### config.mk
export PLATFORM = sky130hd
export DESIGN_NAME = console_writer
export DESIGN_NICKNAME = d
export VERILOG_FILES = /design/src/rtl/console_writer.sv
export SDC_FILE = /design/constraint.sdc
export NUM_CORES = 1
export LEC_CHECK = 0
export CAP_MARGIN = 20
export CORE_ASPECT_RATIO = 0.9
export CORE_UTILIZATION = 25
export CTS_CLUSTER_SIZE = 24
export DETAILED_ROUTE_END_ITERATION = 10
export HOLD_SLACK_MARGIN = 0.06
export SETUP_SLACK_MARGIN = 0.05
export SYNTH_ARGS = -nofsm -noshare
export SYNTH_HDL_FRONTEND = slang
export SYNTH_SLANG_ARGS = --single-unit
### constraint.sdc
create_clock -name clk_pixel -period 5.7 [get_ports clk_pixel]
set_clock_uncertainty 0.2 [all_clocks]
set_input_delay 1.425 -clock clk_pixel [delete_from_list [all_inputs] [get_ports clk_pixel]]
set_output_delay 1.425 -clock clk_pixel [all_outputs]
set_load 0.05 [all_outputs]
### src/rtl/console_writer.sv
// Text console writer: places characters and control codes from a valid/ready stream
// into character/attribute RAM at a wrapping cursor, with row and full-screen clears.
module console_writer #(
    parameter int         COLS         = 80,
    parameter int         ROWS         = 30,
    parameter logic [7:0] FILL_CHAR    = 8'h20,
    parameter logic [7:0] DEFAULT_ATTR = 8'h0F
) (
    input  logic        clk_pixel,
    input  logic        reset,
    input  logic [7:0]  char_in,
    input  logic [7:0]  attr_in,
    input  logic        char_valid,
    output logic        char_ready,
    output logic [12:0] ram_address,
    output logic [7:0]  ram_char_data,
    output logic [7:0]  ram_attr_data,
    output logic        ram_char_we,
    output logic        ram_attr_we,
    output logic [6:0]  cursor_col,
    output logic [5:0]  cursor_row,
    output logic [1:0]  state_dbg
);
    // Handshake: a character transfers on a rising clk_pixel edge where char_valid and
    // char_ready are both high; char_ready is high only in IDLE and nothing is buffered.

    typedef enum logic [1:0] {IDLE, WRITE, CLR_ROW, CLR_SCREEN} state_t;

    localparam logic [6:0] LAST_COL = 7'(COLS - 1);
    localparam logic [5:0] LAST_ROW = 6'(ROWS - 1);

    state_t      state, state_next;
    logic [6:0]  col_q, clr_col;
    logic [5:0]  row_q, clr_row;
    logic [7:0]  op_attr, wr_char;
    logic [12:0] wr_addr;
    logic        wr_en, row_clear_pending;
    logic        is_bs, is_lf, is_ff, is_cr;
    logic [6:0]  col_dec, col_inc;
    logic [5:0]  row_next;
    logic        we;

    assign is_bs    = (char_in == 8'h08);
    assign is_lf    = (char_in == 8'h0A);
    assign is_ff    = (char_in == 8'h0C);
    assign is_cr    = (char_in == 8'h0D);
    assign col_dec  = col_q - 7'd1;
    assign col_inc  = col_q + 7'd1;
    assign row_next = (row_q == LAST_ROW) ? 6'd0 : row_q + 6'd1;

    assign ram_char_we = we;
    assign ram_attr_we = we;
    assign cursor_col  = col_q;
    assign cursor_row  = row_q;
    assign state_dbg   = state;

    always_ff @(posedge clk_pixel) begin
        if (reset) state <= CLR_SCREEN;
        else       state <= state_next;
    end

    always_comb begin
        state_next    = state;
        char_ready    = 1'b0;
        we            = 1'b0;
        ram_address   = 13'd0;
        ram_char_data = 8'd0;
        ram_attr_data = 8'd0;
        unique case (state)
            IDLE: begin
                char_ready = 1'b1;
                if (char_valid) begin
                    if (is_ff)      state_next = CLR_SCREEN;
                    else if (is_lf) state_next = CLR_ROW;
                    else            state_next = WRITE;
                end
            end
            WRITE: begin
                we            = wr_en;
                ram_address   = wr_addr;
                ram_char_data = wr_char;
                ram_attr_data = op_attr;
                state_next    = row_clear_pending ? CLR_ROW : IDLE;
            end
            CLR_ROW: begin
                we            = 1'b1;
                ram_address   = {row_q, clr_col};
                ram_char_data = FILL_CHAR;
                ram_attr_data = op_attr;
                if (clr_col == LAST_COL) state_next = IDLE;
            end
            CLR_SCREEN: begin
                we            = 1'b1;
                ram_address   = {clr_row, clr_col};
                ram_char_data = FILL_CHAR;
                ram_attr_data = op_attr;
                if (clr_col == LAST_COL && clr_row == LAST_ROW) state_next = IDLE;
            end
            default: state_next = IDLE;
        endcase
        // Reset silences the RAM port in the same cycle it is seen.
        if (reset) begin
            state_next    = CLR_SCREEN;
            char_ready    = 1'b0;
            we            = 1'b0;
            ram_address   = 13'd0;
            ram_char_data = 8'd0;
            ram_attr_data = 8'd0;
        end
    end

    always_ff @(posedge clk_pixel) begin
        if (reset) begin
            col_q             <= 7'd0;
            row_q             <= 6'd0;
            clr_col           <= 7'd0;
            clr_row           <= 6'd0;
            op_attr           <= DEFAULT_ATTR;
            wr_en             <= 1'b0;
            wr_char           <= 8'd0;
            wr_addr           <= 13'd0;
            row_clear_pending <= 1'b0;
        end else begin
            unique case (state)
                IDLE: if (char_valid) begin
                    op_attr           <= attr_in;
                    clr_col           <= 7'd0;
                    clr_row           <= 6'd0;
                    wr_en             <= 1'b0;
                    wr_char           <= FILL_CHAR;
                    wr_addr           <= {row_q, col_q};
                    row_clear_pending <= 1'b0;
                    if (is_ff) begin
                        col_q <= 7'd0;
                        row_q <= 6'd0;
                    end else if (is_lf) begin
                        col_q <= 7'd0;
                        row_q <= row_next;
                    end else if (is_cr) begin
                        col_q <= 7'd0;
                    end else if (is_bs) begin
                        if (col_q != 7'd0) begin
                            col_q   <= col_dec;
                            wr_en   <= 1'b1;
                            wr_addr <= {row_q, col_dec};
                        end
                    end else begin
                        wr_en   <= 1'b1;
                        wr_char <= char_in;
                        // The write address keeps the old cursor; the cursor moves now.
                        if (col_q == LAST_COL) begin
                            col_q             <= 7'd0;
                            row_q             <= row_next;
                            row_clear_pending <= 1'b1;
                        end else begin
                            col_q <= col_inc;
                        end
                    end
                end
                CLR_ROW: clr_col <= clr_col + 7'd1;
                CLR_SCREEN: begin
                    if (clr_col == LAST_COL) begin
                        clr_col <= 7'd0;
                        clr_row <= clr_row + 6'd1;
                    end else begin
                        clr_col <= clr_col + 7'd1;
                    end
                end
                default: ;
            endcase
        end
    end
endmodule

==> results of run 1 <==
==> cell type report <==
cell class	instances	area (um2)
Clock buffer	12	256.5
Sequential cell	59	1181
Timing Repair Buffer	74	713.2
Multi-Input combinational cell	340	2049
Clock inverter	4	72.57
Fill cell	1394	8796
Inverter	9	33.78
Tap cell	168	210.2
==> critical path, cell delays in order <==
cell             delay (ps)
buf_2                   110
nor2_1                  530
o21a_1                  230
clkdlybuf4s50_1         800
==> worst paths after layout <==
kind,startpoint,endpoint,slack (ps),cells after the start
setup reg to reg,cursor_col[1],cursor_col[6],3050,6
setup / recovery,reset,ram_attr_we,970,4
hold / removal,op_attr[5],op_attr[5],260,2
hold reg to reg,op_attr[5],op_attr[5],260,2
==> logic make-up (layout without fill, tap and decap cells) <==
kind of cell               Yosys count  count (layout)  synth area share
xor gates and xnor gates            10              10           0.02575
adders and majority gates            8               8           0.02943
and+or+nand+nor                    201             201            0.3010
buffers and inverters               41              99           0.05151
DFF                                 59              59            0.3473
AOI/OAI and AO/OA                  112             112            0.2171
muxes                                9               9           0.02796
==> through the flow <==
stage	area (um2)	setup slack (ps)
finish	4517	965.8
CTS	4517	896.3
floorplan	3401	1354
detailed placement	4188	900.2
global placement	4188	913.5
global route	4517	860.3
==> cell usage after synthesis (all sizes together), types with 2 or more instances <==
cell type  count  area, um2
a22oi          8      60.06
o21ai         18      90.08
and2          13      81.33
a21o           2      15.01
buf           12      65.06
clkbuf        20      76.32
nor3          11      55.05
o211a          2      20.02
xnor2          4      35.03
nor3b          4      30.03
a211o          2      17.52
a2111oi        3      26.28
dfxtp         59       1181
xor2           6      52.55
and3          12      75.07
mux2           4      45.04
o21a           3      22.52
o311ai         3      26.28
nand3b         2      15.01
nand2         56      212.7
inv            8      30.03
or4b           2      20.02
nor2b          4      25.02
or4            2      15.01
a211oi         4      30.03
a32o           3      30.03
or3            4      25.02
mux2i          5      50.05
nor4b          3      47.54
a21oi         39      195.2
o211ai         2      15.01
a31oi          4      25.02
ha             8      100.1
a21boi         3      22.52
nor2          48      180.2
nand4b         2      17.52
nand4          5      31.28
nand2b         5      31.28
nand3         21      105.1
a22o           7      61.31
nor4           4      31.28
==> layer usage <==
layer,share of wire,up-vias
li1,-,1691
met1,0.47,1611
met2,0.46,88
met3,0.054,12
met4,0.016,0
met5,0,-
==> sequential cells by signal, summed over array words and instances, names as in the netlist <==
register	count
clr_col	7
clr_row	6
cursor_col	7
cursor_row	6
op_attr	8
row_clear_pending	1
state_dbg	2
wr_addr	13
wr_char	8
wr_en	1
==> power breakdown <==
group | internal, W | switching (W)
Sequential | 0.000416 | 0.00000454
Clock | 0.000405 | 0.000191
Combinational | 0.0000288 | 0.0000459
==> impl_metrics.tcl, run 1 <==
set metrics [dict create \
    status "complete, but fails checks" \
    violations "DRC" \
    post_cts_buffers 0 \
    area_growth_pct 32.82 \
    die_area_mm2 0.01407 \
    end_kind "output port" \
    drive_above_1_share 0.07229 \
    drt_first_pass_iters 8 \
    utilization 0.3393 \
    clk_latency_ps 330 \
    hold_viol 0 \
    grt_pass1_vias 3279 \
    grt_first_pass_wirelength_um 16940 \
    slew_viol_final 0 \
    clock-sinks 59 \
    tritoncts "yes" \
    slew_headroom 0.4234 \
    setup_viol 0 \
    avgRoutedWirePerCell_um 15.53 \
    num_rows 40 \
    worstSetupStartpointType "input port" \
    clock.fmax_mhz 211.2 \
    cts_root_buf "clkbuf_16" \
    numCtsBuffers 9 \
    portBuffers 65 \
    detail_route.iter0.violations 208 \
    synth_ff_type "dfxtp_1" \
    drt_wl_total_um 10340 \
    fp.dieW_um 124.9 \
    grtUsageMet2 0.2341 \
    grtUsageMet3 0.04576 \
    fin_cells 666 \
    drcViolationCount 9 \
    synthCells 440 \
    mostFrequentLayoutCell "clkdlybuf4s50_1" \
    ios 66 \
    min_period_over_period 0.8306 \
    path_clk_slew_ps 50 \
    fin_crit_ps 4734 \
    start_util 0.2555 \
    antenna_found_initial 0 \
    p_per_area_mw_per_mm2 241.7 \
    viasPerCell 5.108 \
    core_area_mm2 0.01331 \
    path_max_fanout 10 \
    fin_tns_setup_ps 0 \
    route.vias.total 3402 \
    die_h_um 112.6 \
    rsz0062_at_grt "false" \
    p_total_w 0.001092 \
    grt_use_total 0.1507 \
    dp.cells 650 \
    ys_ff_latch 59 \
    syn_nets 467 \
    finish.net_count 520 \
    p_leak_nw 1.641 \
    synth-seq-area-share 0.3473 \
    grt-ovfl-total 0 \
    grt_use_met1 0.1985 \
    ys_warn_count 0 \
    synth_edf_count 0 \
    async_flop_share 0 \
    grt_max_degree 33 \
    grt.busiest_layer "met2" \
    min_path_type "reg2reg" \
    dp_hpwl_um 7226 \
    cts_resized 0 \
    max_slew.worst_pin.slew_ps 861.8 \
    synth_cell_types 64 \
    clockBufferDepth 2 \
    avgSynthCellArea_um2 7.729 \
    h-tree-depth 3 \
    syn_area_mm2 0.003401 \
    cp_data_required_time_ps 4070 \
    worst-setup-path-type "in2out" \
    ir_worst_vdd_mv 0.1503 \
    ant_nets 0 \
    max_cap_violations 0 \
    holdBufCountCts 0 \
    diodes 0 \
    whs_ps 256.2 \
    critPathArrivalTime_ps 3110 \
    layout_common_cells "clkdlybuf4s50_1 (64), dfxtp_1 (59), nand2_1 (55), nor2_1 (48), a21oi_1 (39)" \
    gp_congestion 0.8571 \
]
(Power assumes the default switching activity.)
==> run 2, diff against run 1 <==
==> constraint.sdc (replaced) <==
create_clock -name clk_pixel -period 3.8 [get_ports clk_pixel]
set_clock_uncertainty 0.2 [all_clocks]
set_input_delay 0.95 -clock clk_pixel [delete_from_list [all_inputs] [get_ports clk_pixel]]
set_output_delay 0.95 -clock clk_pixel [all_outputs]
set_load 0.05 [all_outputs]
==> impl_metrics.tcl, run 2 (synthesis results as in run 1) <==
set metrics [dict create \
    status "complete, but fails checks" \
    violations "DRC" \
    die_h_um 112.6 \
    start_util 0.2555 \
    portBuffers 65 \
    pwr-share-comb 0.079 \
    die_area_mm2 0.01407 \
    core_area_mm2 0.01331 \
    cts_resized 0 \
    path_max_fanout 10 \
    gp_congestion 0.9269 \
    whs_ps 249.4 \
    numCtsBuffers 9 \
    ir_worst_vdd_mv 0.1578 \
    end_kind "flop" \
    p_leak_nw 1.786 \
    seqPwrFrac 0.391 \
    clockPowerShare 0.529 \
    holdPathStages 2 \
    critPathArrivalTime_ps 3240 \
    dp_hpwl_um 7548 \
    clock-sinks 59 \
    area_growth_pct 38.48 \
    antenna_found_initial 0 \
    mostFrequentLayoutCell "dfxtp_1" \
    grt_max_degree 33 \
    crit-reg2reg-launch "cursor_col[1]" \
    tritoncts "yes" \
    reg.largest.list "wr_addr x13, op_attr x8, wr_char x8" \
    rsz0062_at_grt "false" \
    min_period_over_period 0.8456 \
    regMostFlops "wr_addr" \
    finish.net_count 525 \
    layout_common_cells "dfxtp_1 (59), nand2_1 (55), nor2_1 (48), a21oi_1 (39), clkdlybuf4s50_1 (32)" \
    grt_use_total 0.1527 \
    worst-setup-path-type "in2reg" \
    grt_pass1_vias 3315 \
    switching_share 0.2322 \
    route.vias.total 3486 \
    clk_latency_ps 330 \
    p_sw_w 0.0003743 \
    diodes 0 \
    stdcell_area_mm2 0.004710 \
    largest_reg_flops 13 \
    drt_first_pass_iters 7 \
    h-tree-depth 3 \
    cp_data_required_time_ps 3830 \
    grt_first_pass_wirelength_um 17100 \
    r2r_cells 6 \
    max_slew.worst_pin.slew_ps 747.7 \
    placed_area_mm2 0.004395 \
    path_clk_slew_ps 50 \
    drt_wl_total_um 10460 \
    ios 66 \
    num_rows 40 \
    slew_viol_final 0 \
    cts_root_buf "clkbuf_16" \
    avgRoutedWirePerCell_um 15.59 \
    fp.dieW_um 124.9 \
    viasPerCell 5.195 \
    drive_above_1_share 0.1471 \
    hold_viol 0 \
    grt-ovfl-total 0 \
    holdPathEnd "op_attr[7]" \
    setup_viol 0 \
    post_cts_buffers 0 \
    slew_headroom 0.4985 \
    hold_path.startpoint "op_attr[7]" \
    detail_route.iter0.violations 220 \
    fin_crit_ps 3213 \
    clockBufferDepth 2 \
    clock.fmax_mhz 311.2 \
    holdBufCountCts 0 \
    ant_nets 0 \
    fin_tns_setup_ps 0 \
    drcViolationCount 8 \
    r2r_slack_ps 1190 \
    reg2reg_to "cursor_col[6]" \
    p_int_w 0.001238 \
    max_cap_violations 0 \
    worstSetupStartpointType "input port" \
    p_per_area_mw_per_mm2 342.3 \
    min_path_type "reg2reg" \
]
==> run 2: per-stage QoR <==
stage | power [W] | std cells | util | worst slack (ps)
after CTS | 0.001629 | 671 | 0.3538 | 568.6
after global routing | 0.001666 | 671 | 0.3538 | 425.1
after floorplan | 0.0007073 | 440 | - | 404.4
final | 0.001612 | 671 | 0.3538 | 586.7
after detailed placement | 0.0007717 | 655 | 0.3302 | 351.6
after global placement | 0.0007690 | 655 | 0.3302 | 456.3
==> run 2: power groups by stage <==
stage          registers [W]   logic, W  clock network (W)
3_3_place_gp        0.000643   0.000126                  0
2_1_floorplan       0.000648  0.0000593                  0
5_1_grt             0.000632   0.000135           0.000899
6_report            0.000631   0.000128           0.000853
4_1_cts             0.000631   0.000128           0.000870
3_5_place_dp        0.000644   0.000128                  0
==> run 2: metal layers <==
metal	vias to the layer above	wire length [um]	global-route usage	part of all wire
met3	10	637	0.04099	0.061
met5	-	0	0	0
li1	1689	-	-	-
met4	0	87	0.04065	0.0083
met2	117	4791	0.2453	0.46
met1	1670	4948	0.2020	0.47
==> run 2: worst max-delay path by stage <==
stage | slack, ps | cells past startpoint | end | from
2_1_floorplan | 400 | 2 | char_ready | reset
3_3_place_gp | 460 | 6 | cursor_col[6] | char_in[0]
3_5_place_dp | 350 | 6 | cursor_row[5] | char_in[4]
4_1_cts | 570 | 6 | ram_attr_data[5] | state_dbg[0]
5_1_grt | 430 | 6 | ram_attr_data[4] | state_dbg[0]
6_report | 590 | 6 | cursor_row[3] | char_in[5]
==> run 2: final cells by class <==
type	instances	area, um2
Clock buffer	12	266.5
Clock inverter	4	47.55
Fill cell	1404	8603
Inverter	9	33.78
Multi-Input combinational cell	340	2049
Sequential cell	59	1181
Tap cell	168	210.2
Timing Repair Buffer	79	920.9
==> run 2: worst max-delay path, stage by stage <==
cell             delay, ps
clkdlybuf4s50_1        470
or3_1                  420
a2111oi_0              530
o32a_1                 500
nor2_1                 110
o311ai_1               260
==> run 3, diff against run 2 <==
==> constraint.sdc (replaced) <==
create_clock -name clk_pixel -period 2.6 [get_ports clk_pixel]
set_clock_uncertainty 0.2 [all_clocks]
set_input_delay 0.65 -clock clk_pixel [delete_from_list [all_inputs] [get_ports clk_pixel]]
set_output_delay 0.65 -clock clk_pixel [all_outputs]
set_load 0.05 [all_outputs]
==> impl_metrics.tcl, run 3 (synthesis results as in run 1) <==
set metrics [dict create \
    grt-ovfl-total 0 \
    path_clk_slew_ps 50 \
    die_area_mm2 0.01407 \
    route.met2.wl_um 4999 \
    p_per_area_mw_per_mm2 443.5 \
    path_max_fanout 8 \
    end_kind "flop" \
    antenna_found_initial 0 \
    drcViolationCount 10 \
    grt_pass1_vias 3503 \
    clockBufferDepth 2 \
    utilization 0.3871 \
    worst_slack_ps 104.5 \
    top_layer_used "met4" \
    drt_wl_total_um 10690 \
    min_period_over_period 0.9598 \
    rsz0062_at_grt "true" \
    p_leak_nw 2.126 \
    pre_cts_ws_ps -370.4 \
    mostFrequentLayoutCell "buf_4" \
    cp_data_required_time_ps 2670 \
    drt_first_pass_iters 8 \
    detail_route.iter0.violations 235 \
    clock-sinks 59 \
    fin_crit_ps 2496 \
    fillers 1340 \
    max_cap_violations 0 \
    drive_above_1_share 0.2687 \
    critPathArrivalTime_ps 2560 \
    dp_hpwl_um 7831 \
    critPathSlowestCell "or4b_4" \
    fp.dieW_um 124.9 \
    viasPerCell 5.000 \
    portBuffers 65 \
    cts_root_buf "clkbuf_16" \
    crit_buf_inv 1 \
    crit_family "simple AND/OR/NAND/NOR gates" \
    cp_cell_sequence "clkdlybuf4s50_1 > nor4_2 > nand2_1 > o32a_4 > or4b_4 > a21oi_2" \
    routed-wl-met3_um 544 \
    clock.fmax_mhz 400.7 \
    h-tree-depth 3 \
    hold_viol 0 \
    setup_viol 0 \
    holdBufCountCts 0 \
    tritoncts "yes" \
    fin_tns_setup_ps 0 \
    start_util 0.2555 \
    wl_met1_um 4978 \
    regMostFlops "wr_addr" \
    layout_common_cells "buf_4 (70), dfxtp_1 (57), nand2_1 (55), nor2_1 (38), a21oi_1 (38)" \
    clk_latency_ps 330 \
    slew_headroom 0.6514 \
    max_slew.worst_pin.slew_ps 522.0 \
    p_total_w 0.002286 \
    violations "DRC" \
    ir_worst_vdd_mv 0.3143 \
    min_path_type "reg2reg" \
    grt_max_degree 21 \
    finish.net_count 569 \
    status "complete, but fails checks" \
    largest_reg_flops 13 \
    ios 66 \
    dp.cells 693 \
    fin_cells 715 \
    area_growth_pct 51.55 \
    gp_congestion 0.8704 \
    numCtsBuffers 9 \
    slew_viol_final 0 \
    grt_first_pass_wirelength_um 17450 \
    avgRoutedWirePerCell_um 14.95 \
    num_rows 40 \
    worst-setup-path-type "in2reg" \
    worstSetupStartpointType "input port" \
    route.vias.total 3575 \
    die_h_um 112.6 \
    core_area_mm2 0.01331 \
    max_stage_delay_ps 500 \
    grt_use_total 0.1562 \
    diodes 0 \
    reg.largest.list "wr_addr x13, op_attr x8, wr_char x8" \
    ant_nets 0 \
]
[run 3: cell types whose count changed in the layout (fill, tap and decap cells not counted), sizes merged]
cell           delta
dlygate4sd2       +3
dlymetal6s2s      +6
buf              +48
bufinv            -1
clkdlybuf4s50    -13
clkinv            +2
clkinvlp          -1
[run 3: routing by layer]
metal | vias up | global-route usage
met1 | 1664 | 0.1995
met2 | 105 | 0.2524
met4 | 0 | 0.05772
met3 | 17 | 0.04242
li1 | 1789 | -
met5 | - | 0
[run 3: worst paths after layout]
kind / slack [ps] / cells after the start / to / start
setup / recovery: 100 / 6 / cursor_row[1] / char_in[7]
hold / removal: 250 / 2 / op_attr[5] / op_attr[5]
setup reg to reg: 370 / 6 / cursor_row[1] / cursor_col[1]
hold reg to reg: 250 / 2 / op_attr[5] / op_attr[5]
[run 3: final cells by class]
class / instances / area (um2) / share of cell area
Tap cell: 168 / 210.2 / 0.04079
Sequential cell: 59 / 1189 / 0.2306
Multi-Input combinational cell: 340 / 2136 / 0.4144
Clock inverter: 4 / 23.77 / 0.004613
Clock buffer: 12 / 266.5 / 0.05171
Inverter: 9 / 35.03 / 0.006798
Timing Repair Buffer: 123 / 1294 / 0.2510
[run 3: what timing repair did]
item | CTS | global route
gates cloned | 0 | 0
pin swaps | 4 | 6
gates resized for setup | 10 | 17
setup buffers | 0 | 6
hold endpoints to repair | 0 | 0
setup endpoints to repair | 32 | 31
[run 3: stage by stage]
stage | instance area [um2] | hold WS, ps
3_3_place_gp | 4746 | 235.1
4_1_cts | 5047 | 250.7
5_1_grt | 5154 | 271.6
6_report | 5154 | 249.0
2_1_floorplan | 3440 | 225.5
3_5_place_dp | 4746 | 243.3
[run 3: worst register-to-register path, stage by stage (launching register included)]
cell	delay (ps)
dfxtp_1	420
ha_1	200
and3_1	190
nand3_1	210
o32a_4	320
or4b_4	500
a21oi_2	130
[run 3: report_power, final]
part | internal, W | switching [W] | total (W)
clock network | 0.000719 | 0.000430 | 0.00115
registers | 0.000910 | 0.0000106 | 0.000920
logic | 0.000100 | 0.000116 | 0.000216
total | 0.00173 | 0.000557 | 0.00229
